**config.mk**
```make
export PLATFORM = sky130hd
export DESIGN_NAME = irq_sequencer
export DESIGN_NICKNAME = d
export VERILOG_FILES = /design/src/rtl/irq_sequencer.sv
export SDC_FILE = /design/constraint.sdc
export NUM_CORES = 1
export LEC_CHECK = 0
export BUFFER_PORTS_ARGS = -buffer_cell sky130_fd_sc_hd__buf_4
export CORE_MARGIN = 4
export CORE_UTILIZATION = 40
export CTS_CLUSTER_DIAMETER = 40
export DETAILED_ROUTE_END_ITERATION = 7
export PLACE_DENSITY = 0.71
export SLEW_MARGIN = 20
export SYNTH_ARGS = -nofsm -noshare
export SYNTH_HDL_FRONTEND = slang
export SYNTH_SLANG_ARGS = --single-unit
```
**constraint.sdc**
```tcl
create_clock -name clk -period 1.3 [get_ports clk]
set_clock_uncertainty 0.1 [all_clocks]
set_input_delay 0.26 -clock clk [delete_from_list [all_inputs] [get_ports clk]]
set_output_delay 0.26 -clock clk [all_outputs]
set_load 0.01 [all_outputs]
```
**src/rtl/irq_sequencer.sv**
```systemverilog
// Interrupt sequencer: edge-detects peripheral sources, masks and prioritises them, and raises irq
// to the ID-stage decoder only at a pipeline-safe point. Optional timeout flag under IRQ_TIMEOUT_EN.
module irq_sequencer #(
    parameter int unsigned N_SRC   = 4,
    parameter int unsigned CAUSE_W = 2,
    parameter int unsigned TIMEOUT = 255
) (
    input  logic               clk,
    input  logic               reset,
    input  logic [N_SRC-1:0]   irq_src,
    input  logic               cfg_we,
    input  logic               cfg_sel,
    input  logic [N_SRC-1:0]   cfg_wdata,
    input  logic               pc_31,
    input  logic               pc_id_31,
    input  logic               stall,
    output logic               irq,
    output logic [CAUSE_W-1:0] irq_cause,
    output logic [N_SRC-1:0]   pending,
    output logic [N_SRC-1:0]   mask,
    output logic               irq_timeout
);

    typedef enum logic [1:0] {
        IDLE,
        ARM,
        FIRE,
        SERVICE
    } state_t;

    state_t             state;
    state_t             state_nxt;
    logic [N_SRC-1:0]   src_q;
    logic [N_SRC-1:0]   edges;
    logic [N_SRC-1:0]   req;
    logic [N_SRC-1:0]   pend_clr;
    logic [N_SRC-1:0]   pending_nxt;
    logic [N_SRC-1:0]   mask_nxt;
    logic [CAUSE_W-1:0] winner;
    logic [CAUSE_W-1:0] cause_nxt;
    logic               irq_nxt;
    logic               svc_clr;
    logic               any_req;
    logic               safe;

    assign edges   = irq_src & ~src_q;
    assign req     = pending & mask;
    assign any_req = |req;
    assign safe    = ~pc_31 & ~pc_id_31 & ~stall;

    // Scan from the top index down so the lowest set bit is written last and wins.
    always_comb begin
        winner = '0;
        for (int unsigned i = 0; i < N_SRC; i++) begin
            if (req[N_SRC-1-i]) begin
                winner = CAUSE_W'(N_SRC-1-i);
            end
        end
    end

    always_comb begin
        state_nxt = state;
        irq_nxt   = irq;
        cause_nxt = irq_cause;
        svc_clr   = 1'b0;
        case (state)
            IDLE: begin
                if (any_req) begin
                    state_nxt = ARM;
                end
            end
            ARM: begin
                if (!any_req) begin
                    state_nxt = IDLE;
                end else if (safe) begin
                    irq_nxt   = 1'b1;
                    cause_nxt = winner;
                    state_nxt = FIRE;
                end
            end
            FIRE: begin
                if (pc_31) begin
                    irq_nxt   = 1'b0;
                    svc_clr   = 1'b1;
                    state_nxt = SERVICE;
                end
            end
            SERVICE: begin
                if (!pc_31 && !pc_id_31) begin
                    state_nxt = IDLE;
                end
            end
            default: begin
                state_nxt = IDLE;
            end
        endcase
    end

    // Clears are applied before new edges are OR-ed in, so a same-cycle set always survives.
    always_comb begin
        pend_clr = '0;
        if (cfg_we && cfg_sel) begin
            pend_clr = cfg_wdata;
        end
        for (int unsigned i = 0; i < N_SRC; i++) begin
            if (svc_clr && (irq_cause == CAUSE_W'(i))) begin
                pend_clr[i] = 1'b1;
            end
        end
        pending_nxt = (pending & ~pend_clr) | edges;
        mask_nxt    = (cfg_we && !cfg_sel) ? cfg_wdata : mask;
    end

    always_ff @(posedge clk) begin
        if (reset) begin
            state     <= IDLE;
            src_q     <= '0;
            pending   <= '0;
            mask      <= '0;
            irq       <= 1'b0;
            irq_cause <= '0;
        end else begin
            state     <= state_nxt;
            src_q     <= irq_src;
            pending   <= pending_nxt;
            mask      <= mask_nxt;
            irq       <= irq_nxt;
            irq_cause <= cause_nxt;
        end
    end

`ifdef IRQ_TIMEOUT_EN
    localparam int unsigned CNT_W = ($clog2(TIMEOUT + 1) > 8) ? $clog2(TIMEOUT + 1) : 8;
    localparam logic [CNT_W-1:0] TMO_LIM = CNT_W'(TIMEOUT);

    logic [CNT_W-1:0] arm_cnt;
    logic             cnt_hit;

    assign cnt_hit = (state == ARM) && (arm_cnt != TMO_LIM) && ((arm_cnt + 1'b1) == TMO_LIM);

    // Counter saturates at the limit so a long ARM wait cannot wrap it.
    always_ff @(posedge clk) begin
        if (reset) begin
            arm_cnt     <= '0;
            irq_timeout <= 1'b0;
        end else begin
            if (state == IDLE && state_nxt == ARM) begin
                arm_cnt <= '0;
            end else if (state == ARM && arm_cnt != TMO_LIM) begin
                arm_cnt <= arm_cnt + 1'b1;
            end
            if (cnt_hit) begin
                irq_timeout <= 1'b1;
            end else if (cfg_we && cfg_sel && cfg_wdata == '0) begin
                irq_timeout <= 1'b0;
            end
        end
    end
`else
    assign irq_timeout = 1'b0;
`endif

endmodule

```
==> summary.txt, run 1 <==
Critical path
  • R2R Path End: irq_cause[1]
  • Flop-to-flop setup slack: -0.0004 ns
  • CP cell instances: or3b_4, nor3_4, a21oi_1, nor3_1
  • CP Class: reg2reg
  • Critical Path Source Type: register
  • Crit-path slowest cell: or3b_4
  • Critical path required time: 1.41 ns
  • CP Max Fanout: 3
  • Crit path capture type: register
  • Reg-to-reg critical path startpoint: state[0]
  • Arr. time, crit path: 1.42 ns
  • Slowest stage delay, CP: 0.40 ns
  • Worst r2r path cells: 4

CTS
  • Max clock buf depth: 2
  • Reg clk slew, reported paths: 0.10 ns
  • CTS Hold Bufs: 0
  • H-tree levels: 1
  • CTS Root Cell: clkbuf_4
  • TritonCTS clock tree: yes
  • Clk_lat worst skew: 0.29 ns
  • CTS Sinks: 17
  • TritonCTS Buffers: 3

Pwr
  • Net Switching: 0.000264 W
  • P_leak: 0.458 nW
  • Clk pwr share: 28.7%
  • Switch share: 26.0%
  • IR drop worst, VDD: 0.000959 V
  • Internal: 0.000753 W
  • Sequential power share: 55.8%
  • PwrDens: 992 mW/mm²
  • Power share of the combinational group: 15.5%

Finish
  • Share of layout cells above drive strength 1: 38.9%
  • Design Area, Final: 0.00103 mm²
  • Fillers: 166
  • Utilization after layout: 58.8%
  • Inserted Diodes: 0
  • Syn-to-layout area delta: 39.0%
  • Final Non-Filler Cells: 138
  • Nets: 129

STA
  • Hold Vio Cnt, Final: 0
  • Slew Viols, Final: 0
  • Minimum clock period: 1.30 ns
  • RSZ-0062 raised after global routing: true
  • Final Worst Setup Slack: -0.000445 ns
  • Max Fclk: 769 MHz
  • Endpoints failing setup: 1
  • Tcrit/Tclk final: 100%

Worst hold path
  • Hold path endpoint: src_q[1]
  • WHS Path Cells: 3
  • Hold Crit Start: irq_src[1]
  • Worst hold path type: in2reg

Yosys
  • Mean post-synth cell area: 9.11 µm²
  • Synthesized netlist cell count: 81
  • XOR/XNOR Fraction of Synth Area: 0%
  • Synthesized area: 738 µm²
  • Post-synthesis simple-gate area fraction: 22.9%
  • Seq/Total Area, Yosys: 46.1%
  • Post-Synth Adder-Cell Area: 0%
  • Synth unique cells: 28
  • Yosys reg bits: 17
  • Main combinational cell family by area after synthesis: simple AND/OR/NAND/NOR gates
  • Post-synthesis mux area share: 6.78%
  • Syn Nets: 96
  • Synth Area in Compound Gates: 16.6%
  • Ys Warns: 0

Route
  • Post-Route WL: 1.76 mm
  • Post-DRT Antenna Nets: 0
  • DRC: 0
  • Initial DRC count: 11
  • Vias per cell: 4.88
  • Routed vias: 674
  • First-pass iteration count of the detailed router: 4
  • Drt wl/cell: 12.7 µm

Placement
  • Placed inst area: 983 µm²
  • Cells after DPL: 133
  • RePlAce Congestion: 0.805
  • Post-DP HPWL: 1.38 mm
  • # port buffers: 25

Die
  • Die area: 0.00260 mm²
  • Die Ht: 51.0 µm
  • Placeable Area: 0.00175 mm²
  • Row count: 15
  • Die Wd: 51.0 µm
  • # IOs: 27
  • Initial Util: 42.3%

Status
  • Status: finished with violations
  • Failing checks: setup timing

Global routing
  • Total gr overflow: 0
  • Largest net degree at the start of global routing: 19
  • Initial antenna violation count: 0
  • GRT Total Usage: 15.1%
  • Vias in the first global route: 668
  • First-pass GRT wire length: 2.91 mm

Job
  • Maxcap violations: 0
layout make-up:
type / instances / area [µm²] / share of cell area (%)
Multi-Input combinational cell: 51 / 345 / 33.7
Timing Repair Buffer: 32 / 240 / 23.4
Inverter: 9 / 33.8 / 3.29
Clock inverter: 1 / 7.51 / 0.732
Clock buffer: 3 / 22.5 / 2.20
Tap cell: 25 / 31.3 / 3.05
Sequential cell: 17 / 345 / 33.7
power groups by stage:
stage	registers (W)	logic (W)	clock network, W
2_1_floorplan	0.000585	0.0000602	0
3_3_place_gp	0.000578	0.000152	0
3_5_place_dp	0.000580	0.000156	0
4_1_cts	0.000568	0.000159	0.000302
5_1_grt	0.000572	0.000175	0.000326
6_report	0.000568	0.000158	0.000292
how the worst max path moves through the flow:
stage	startpoint	end	depth (start not counted)
6_report	state[0]	irq_cause[1]	4
5_1_grt	state[0]	register	4
4_1_cts	state[0]	irq_cause[0]	4
3_5_place_dp	pc_31	irq_cause[0]	5
3_3_place_gp	pc_31	irq_cause[0]	5
2_1_floorplan	state[0]	irq_cause[0]	4
cells in the mapped netlist, drive strengths merged:
library cell  instances  area, µm²
a211o                 1       8.76
a211oi                1       7.51
a21oi                 4       20.0
a22o                  2       17.5
a22oi                 2       15.0
a311oi                3       26.3
a32oi                 1       8.76
and3b                 1       10.0
buf                   1       7.51
clkbuf                3       11.3
conb                  1       3.75
dfxtp                17        340
inv                   9       33.8
mux2i                 5       50.1
nand2                 5       21.3
nand2b                2       12.5
nand3                 2       10.0
nand3b                2       15.0
nor2                  5       18.8
nor2b                 4       25.0
nor3                  4       31.3
nor3b                 1       7.51
nor4                  1       6.26
o21ai                 2       10.0
o2bb2ai               1       8.76
or3b                  1       11.3
flip-flops by register name, summed over array words and instances, names as in the netlist, named ones only:
signal / cells
pending: 4
mask: 4
src_q: 4
state: 1
irq_cause: 2
irq: 1
metal layers:
metal  part of all wire (%)  routed length (µm)  up-vias  GRT usage (%)
met5                      0                   0        -              0
met4                    1.0                  18        0           5.38
met3                    7.5                 131        2           5.83
met2                     48                 847       22           24.5
met1                     43                 761      303           18.1
li1                       -                   -      347              -
cells by family after synthesis:
family,count (synthesis)
multiplexers,5
AO/OA/AOI/OAI,17
flip-flops,17
other,1
AND/OR/NAND/NOR,28
buffers and inverters,13
through the flow:
step | hold slack, ns | setup TNS [ns] | setup slack, ns | total power [W]
floorplan | 0.276 | 0 | 0.0223 | 0.000645
global placement | 0.307 | -0.126 | -0.0536 | 0.000730
detailed placement | 0.311 | -0.207 | -0.0716 | 0.000735
CTS | 0.0654 | 0 | 0.00773 | 0.00103
global route | 0.0710 | -0.156 | -0.0495 | 0.00107
finish | 0.0674 | -0.000445 | -0.000445 | 0.00102
layout by cell type (no fill, tap or decap):
cell / n
o2bb2ai_1: 1
nor4_1: 1
nor3b_1: 1
and3b_2: 1
nor2_1: 5
a21oi_1: 4
o21ai_1: 1
nand3b_1: 2
a32oi_1: 1
nand2_1: 4
clkbuf_4: 3
conb_1: 1
nand2b_1: 2
a22oi_1: 2
a22o_1: 2
mux2i_1: 5
or3b_4: 1
nor3_4: 1
buf_4: 32
inv_1: 9
nand3_1: 2
nand2_2: 1
dfxtp_2: 4
a311oi_1: 3
nor3_1: 3
a211oi_1: 1
a211o_1: 1
nor2b_1: 4
o21ai_0: 1
dfxtp_1: 13
clkinvlp_4: 1
critical path, delay by kind of cell, from the launching register on:
family	cells	cell delay (ns)
DFF	1	0.34
AOI/OAI and AO/OA	1	0.09
and+or+nand+nor	3	0.69
what timing repair did:
action	CTS	global route
setup buffers	1	0
setup endpoints to repair	4	8
resized for setup	1	4
endpoints found under the hold margin	0	0
Note: power is estimated with default switching activity, not from simulation.
==> inputs of run 2 (changes only) <==
--- a/config.mk
+++ b/config.mk
@@ -7,10 +7,10 @@
 export LEC_CHECK = 0
 export BUFFER_PORTS_ARGS = -buffer_cell sky130_fd_sc_hd__buf_4
 export CORE_MARGIN = 4
-export CORE_UTILIZATION = 40
+export CORE_UTILIZATION = 31
 export CTS_CLUSTER_DIAMETER = 40
 export DETAILED_ROUTE_END_ITERATION = 7
-export PLACE_DENSITY = 0.71
+export PLACE_DENSITY = 0.58
 export SLEW_MARGIN = 20
 export SYNTH_ARGS = -nofsm -noshare
 export SYNTH_HDL_FRONTEND = slang
==> summary.txt, run 2 (synthesis results as in run 1) <==
Status
  • Status: finished with violations (unchanged)
  • Failing checks: setup timing (unchanged)

Route
  • Initial DRC count: 12 (was 11)
  • First-pass iteration count of the detailed router: 4 (unchanged)
  • Routed vias: 671 (was 674)
  • Vias per cell: 4.73 (was 4.88)
  • Drt wl/cell: 12.5 µm (was 12.7 µm)
  • Post-Route WL: 1.78 mm (was 1.76 mm)
  • Post-DRT Antenna Nets: 0 (unchanged)
  • DRC: 0 (unchanged)

Finish
  • Largest regs: mask: 4 flops, pending: 4 flops, src_q: 4 flops (unchanged)
  • Nets: 130 (was 129)
  • Most frequent cells in the layout: 33 x buf_4, 15 x dfxtp_1, 9 x inv_1 (was 32 x buf_4, 13 x dfxtp_1, 9 x inv_1)
  • Syn-to-layout area delta: 41.2% (was 39.0%)
  • Utilization after layout: 46.7% (was 58.8%)
  • Design Area, Final: 0.00104 mm² (was 0.00103 mm²)
  • Inserted Diodes: 0 (unchanged)
  • Share of layout cells above drive strength 1: 38.6% (was 38.9%)
  • Commonest non-fill, non-tap cell in the layout: buf_4 (unchanged)

Critical path
  • Crit-path slowest cell: or3b_4 (unchanged)
  • Crit path max-delay family: simple AND/OR/NAND/NOR gates (unchanged)
  • Critical Path Source Type: register (unchanged)
  • Crit path buf inv count: 0 (unchanged)
  • Slowest stage delay, CP: 0.41 ns (was 0.40 ns)
  • Critical path required time: 1.38 ns (was 1.41 ns)
  • CP Class: reg2reg (unchanged)
  • CP Max Fanout: 3 (unchanged)
  • Arr. time, crit path: 1.40 ns (was 1.42 ns)
  • Crit path capture type: register (unchanged)
  • CP cell instances: or3b_4, nor3_4, nand2_2, mux2i_1 (was or3b_4, nor3_4, a21oi_1, nor3_1)

CTS
  • Clk_lat worst skew: 0.28 ns (was 0.29 ns)
  • Reg clk slew, reported paths: 0.10 ns (about the same)
  • TritonCTS Buffers: 3 (unchanged)
  • CTS Hold Bufs: 0 (unchanged)
  • Max clock buf depth: 2 (unchanged)
  • CTS Root Cell: clkbuf_4 (unchanged)
  • TritonCTS clock tree: yes (unchanged)
  • CTS Sinks: 17 (unchanged)
  • H-tree levels: 1 (unchanged)

Placement
  • Placed inst area: 995 µm² (was 983 µm²)
  • Post-DP HPWL: 1.37 mm (was 1.38 mm)
  • DP Worst Slack: -0.0910 ns (was -0.0716 ns)
  • # port buffers: 25 (unchanged)
  • RePlAce Congestion: 0.739 (was 0.805)

Die
  • Row count: 17 (was 15)
  • # IOs: 27 (unchanged)
  • Die area: 0.00323 mm² (was 0.00260 mm²)
  • Placeable Area: 0.00223 mm² (was 0.00175 mm²)
  • Initial Util: 33.1% (was 42.3%)
  • Die Wd: 56.8 µm (was 51.0 µm)
  • Die Ht: 56.8 µm (was 51.0 µm)

STA
  • Endpoints failing setup: 2 (was 1)
  • Max Fclk: 760 MHz (was 769 MHz)
  • Minimum clock period: 1.32 ns (was 1.30 ns)
  • Slew Viols, Final: 0 (unchanged)
  • Final Worst Setup Slack: -0.0151 ns (was -0.000445 ns)
  • Tcrit/Tclk final: 101% (was 100%)
  • RSZ-0062 raised after global routing: true (unchanged)
  • Hold Vio Cnt, Final: 0 (unchanged)

Global routing
  • Initial antenna violation count: 0 (unchanged)
  • Total gr overflow: 0 (unchanged)
  • First-pass GRT wire length: 2.87 mm (was 2.91 mm)
  • Largest net degree at the start of global routing: 19 (unchanged)
  • GRT Total Usage: 11.3% (was 15.1%)
  • Vias in the first global route: 637 (was 668)

Pwr
  • PwrDens: 970 mW/mm² (was 992 mW/mm²)
  • IR drop worst, VDD: 0.000629 V (was 0.000959 V)
  • P_leak: 0.468 nW (was 0.458 nW)

Job
  • Maxcap violations: 0 (unchanged)

Worst hold path
  • Worst hold path type: in2reg (unchanged)
run 2: cell types whose count changed in the layout (fill, tap and decap cells not counted), sizes merged:
cell,delta
clkbuf,+1
clkinvlp,-1
buf,+1
run 2: worst paths after layout:
| check | depth (start not counted) | end | slack (ns) | start |
|---|---|---|---|---|
| max reg2reg | 4 | irq_cause[0] | -0.02 | state[0] |
| min reg2reg | 1 | pending[1] | 0.31 | src_q[1] |
| max | 4 | irq_cause[0] | -0.02 | state[0] |
| min | 3 | src_q[1] | 0.08 | irq_src[1] |
run 2: through the flow:
stage / setup TNS (ns) / hold slack, ns / power, W / std cells
2_1_floorplan: 0 / 0.276 / 0.000645 / 81
3_3_place_gp: -0.146 / 0.313 / 0.000736 / 137
3_5_place_dp: -0.275 / 0.318 / 0.000740 / 137
4_1_cts: -0.0353 / 0.0693 / 0.00103 / 142
5_1_grt: -0.314 / 0.0931 / 0.00106 / 142
6_report: -0.0225 / 0.0769 / 0.00101 / 142
run 2: worst register-to-register path: stages (launching register included):
cell     delay [ns]
dfxtp_2        0.34
or3b_4         0.41
nor3_4         0.18
nand2_2        0.08
mux2i_1        0.12
run 2: power breakdown:
part / switching (W) / total, W / leakage [nW] / internal, W
sequential: 0.0000180 / 0.000565 / 0.141 / 0.000547
clock: 0.000162 / 0.000281 / 0.0150 / 0.000119
combinational: 0.0000726 / 0.000165 / 0.312 / 0.0000920
run 2: routing by layer:
layer / routed length (µm) / vias up / global-route usage (%)
li1: - / 349 / -
met1: 844 / 306 / 14.7
met2: 815 / 14 / 16.8
met3: 98 / 2 / 3.22
met4: 18 / 0 / 5.96
met5: 0 / - / 0
run 2: layout make-up:
class,count,area [µm²]
multi-input combinational,51,357
tap,28,35.0
clock buffer,4,26.3
inverter,9,33.8
timing repair buffer,33,248
fill,230,1190
sequential,17,343
run 2: timing repair:
item | in CTS | in global routing
gates resized for setup | 1 | 4
setup endpoints to repair | 4 | 7
hold endpoints to repair | 0 | 0
setup buffers | 1 | 0
pin swaps | 1 | 0
==> inputs of run 3 (changes only) <==
--- a/config.mk
+++ b/config.mk
@@ -10,6 +10,7 @@
 export CORE_UTILIZATION = 31
 export CTS_CLUSTER_DIAMETER = 40
 export DETAILED_ROUTE_END_ITERATION = 7
+export GPL_TIMING_DRIVEN = 0
 export PLACE_DENSITY = 0.58
 export SLEW_MARGIN = 20
 export SYNTH_ARGS = -nofsm -noshare
==> summary.txt, run 3 (synthesis results as in run 1) <==
CTS
  • CTS Hold Bufs: 0 (unchanged)
  • Clk_lat worst skew: 0.28 ns (about the same)
  • H-tree levels: 1 (unchanged)
  • Max clock buf depth: 2 (unchanged)
  • CTS Root Cell: clkbuf_4 (unchanged)
  • TritonCTS Buffers: 3 (unchanged)
  • Reg clk slew, reported paths: 0.10 ns (about the same)
  • TritonCTS clock tree: yes (unchanged)
  • CTS Sinks: 17 (unchanged)

Critical path
  • Flop-to-flop setup slack: -0.006 ns (was -0.02 ns)
  • Crit path capture type: register (unchanged)
  • Reg-to-reg critical path startpoint: state[0] (unchanged)
  • Setup crit start: state[0] (unchanged)
  • Critical Path Source Type: register (unchanged)
  • CP Max Fanout: 3 (unchanged)
  • CP endpoint: irq_cause[0] (unchanged)
  • Critical path required time: 1.38 ns (about the same)
  • Arr. time, crit path: 1.39 ns (was 1.40 ns)
  • CP Class: reg2reg (unchanged)
  • Worst r2r path cells: 4 (unchanged)
  • R2R Path End: irq_cause[0] (unchanged)

Global routing
  • First-pass GRT wire length: 2.79 mm (was 2.87 mm)
  • Vias in the first global route: 629 (was 637)
  • Largest net degree at the start of global routing: 11 (was 19)
  • GRT Total Usage: 10.9% (was 11.3%)
  • Total gr overflow: 0 (unchanged)
  • Initial antenna violation count: 0 (unchanged)

STA
  • Max Fclk: 766 MHz (was 760 MHz)
  • Minimum clock period: 1.31 ns (was 1.32 ns)
  • Endpoints failing setup: 1 (was 2)
  • RSZ-0062 raised after global routing: true (unchanged)
  • Tcrit/Tclk final: 100% (was 101%)
  • Hold Vio Cnt, Final: 0 (unchanged)
  • Slew Viols, Final: 0 (unchanged)
  • Final Worst Setup Slack: -0.00608 ns (was -0.0151 ns)

Finish
  • Final Non-Filler Cells: 139 (was 142)
  • Syn-to-layout area delta: 36.8% (was 41.2%)
  • Share of layout cells above drive strength 1: 35.1% (was 38.6%)
  • Nets: 127 (was 130)
  • Inserted Diodes: 0 (unchanged)
  • Utilization after layout: 45.2% (was 46.7%)
  • Design Area, Final: 0.00101 mm² (was 0.00104 mm²)
  • Largest regs: mask: 4 flops, pending: 4 flops, src_q: 4 flops (unchanged)
  • Most frequent cells in the layout: 27 x buf_4, 15 x dfxtp_1, 9 x inv_1 (was 33 x buf_4, 15 x dfxtp_1, 9 x inv_1)
  • Commonest non-fill, non-tap cell in the layout: buf_4 (unchanged)

Route
  • Post-DRT Antenna Nets: 0 (unchanged)
  • DRC: 0 (unchanged)
  • Initial DRC count: 11 (was 12)
  • Vias per cell: 4.93 (was 4.73)
  • Post-Route WL: 1.71 mm (was 1.78 mm)
  • Routed vias: 685 (was 671)
  • First-pass iteration count of the detailed router: 4 (unchanged)
  • Drt wl/cell: 12.3 µm (was 12.5 µm)

Die
  • Die area: 0.00323 mm² (unchanged)
  • Row count: 17 (unchanged)
  • Die Ht: 56.8 µm (unchanged)
  • Initial Util: 33.1% (unchanged)
  • Die Wd: 56.8 µm (unchanged)
  • # IOs: 27 (unchanged)
  • Placeable Area: 0.00223 mm² (unchanged)

Placement
  • Post-DP HPWL: 1.32 mm (was 1.37 mm)
  • DP Worst Slack: -0.203 ns (was -0.0910 ns)
  • Cells after DPL: 133 (was 137)
  • Placed inst area: 953 µm² (was 995 µm²)
  • RePlAce Congestion: 0.800 (was 0.739)
  • # port buffers: 24 (was 25)

Job
  • Maxcap violations: 0 (unchanged)

Status
  • Status: finished with violations (unchanged)
  • Failing checks: setup timing (unchanged)

Worst hold path
  • Worst hold path type: in2reg (unchanged)

Pwr
  • IR drop worst, VDD: 0.000487 V (was 0.000629 V)
  • PwrDens: 984 mW/mm² (was 970 mW/mm²)
  • P_leak: 0.442 nW (was 0.468 nW)
## run 3: how the worst min path moves through the flow
| stage | startpoint | slack (ns) | to | cells past startpoint |
|---|---|---|---|---|
| after floorplan | irq_src[1] | 0.28 | src_q[1] | 2 |
| after global placement | src_q[1] | 0.30 | pending[1] | 1 |
| after detailed placement | src_q[1] | 0.31 | pending[1] | 1 |
| after CTS | irq_src[1] | 0.07 | src_q[1] | 3 |
| after global routing | irq_src[1] | 0.10 | src_q[1] | 3 |
| final | irq_src[1] | 0.09 | src_q[1] | 3 |
## run 3: cell type report
type	instances	area (µm²)
buffer	4	20.0
clock buffer	4	26.3
fill	234	1220
inverter	9	33.8
multi-input combinational	51	357
sequential	17	343
tap	28	35.0
timing repair buffer	26	195
## run 3: critical path, stage by stage (launching register included)
cell	delay [ns]
dfxtp_2	0.34
or3b_4	0.40
nor3_4	0.17
nand2_2	0.08
mux2i_1	0.12
## run 3: where the power goes
group | total (W) | internal [W] | switching (W)
Clock | 0.000274 | 0.000119 | 0.000155
Sequential | 0.000571 | 0.000547 | 0.0000235
Combinational | 0.000149 | 0.0000815 | 0.0000671
Total | 0.000993 | 0.000748 | 0.000246
## run 3: layer usage
layer | GRT usage [%] | wire length, µm | up-vias
met4 | 5.30 | 34 | 0
met1 | 13.9 | 809 | 311
li1 | - | - | 346
met3 | 4.14 | 120 | 4
met2 | 16.0 | 740 | 24
met5 | 0 | 0 | -
## run 3: stage by stage
| stage | total power, W | hold slack [ns] | TNS [ns] |
|---|---|---|---|
| floorplan | 0.000645 | 0.276 | 0 |
| global placement | 0.000723 | 0.303 | -0.565 |
| detailed placement | 0.000728 | 0.313 | -0.624 |
| CTS | 0.00101 | 0.0716 | -0.0122 |
| global route | 0.00105 | 0.102 | -0.195 |
| finish | 0.000993 | 0.0851 | -0.00608 |
## run 3: timing repair
item,in CTS,in global routing
setup endpoints to repair,4,8
pin swaps,0,1
gates cloned,0,0
setup buffers,1,1
gates resized for setup,2,6
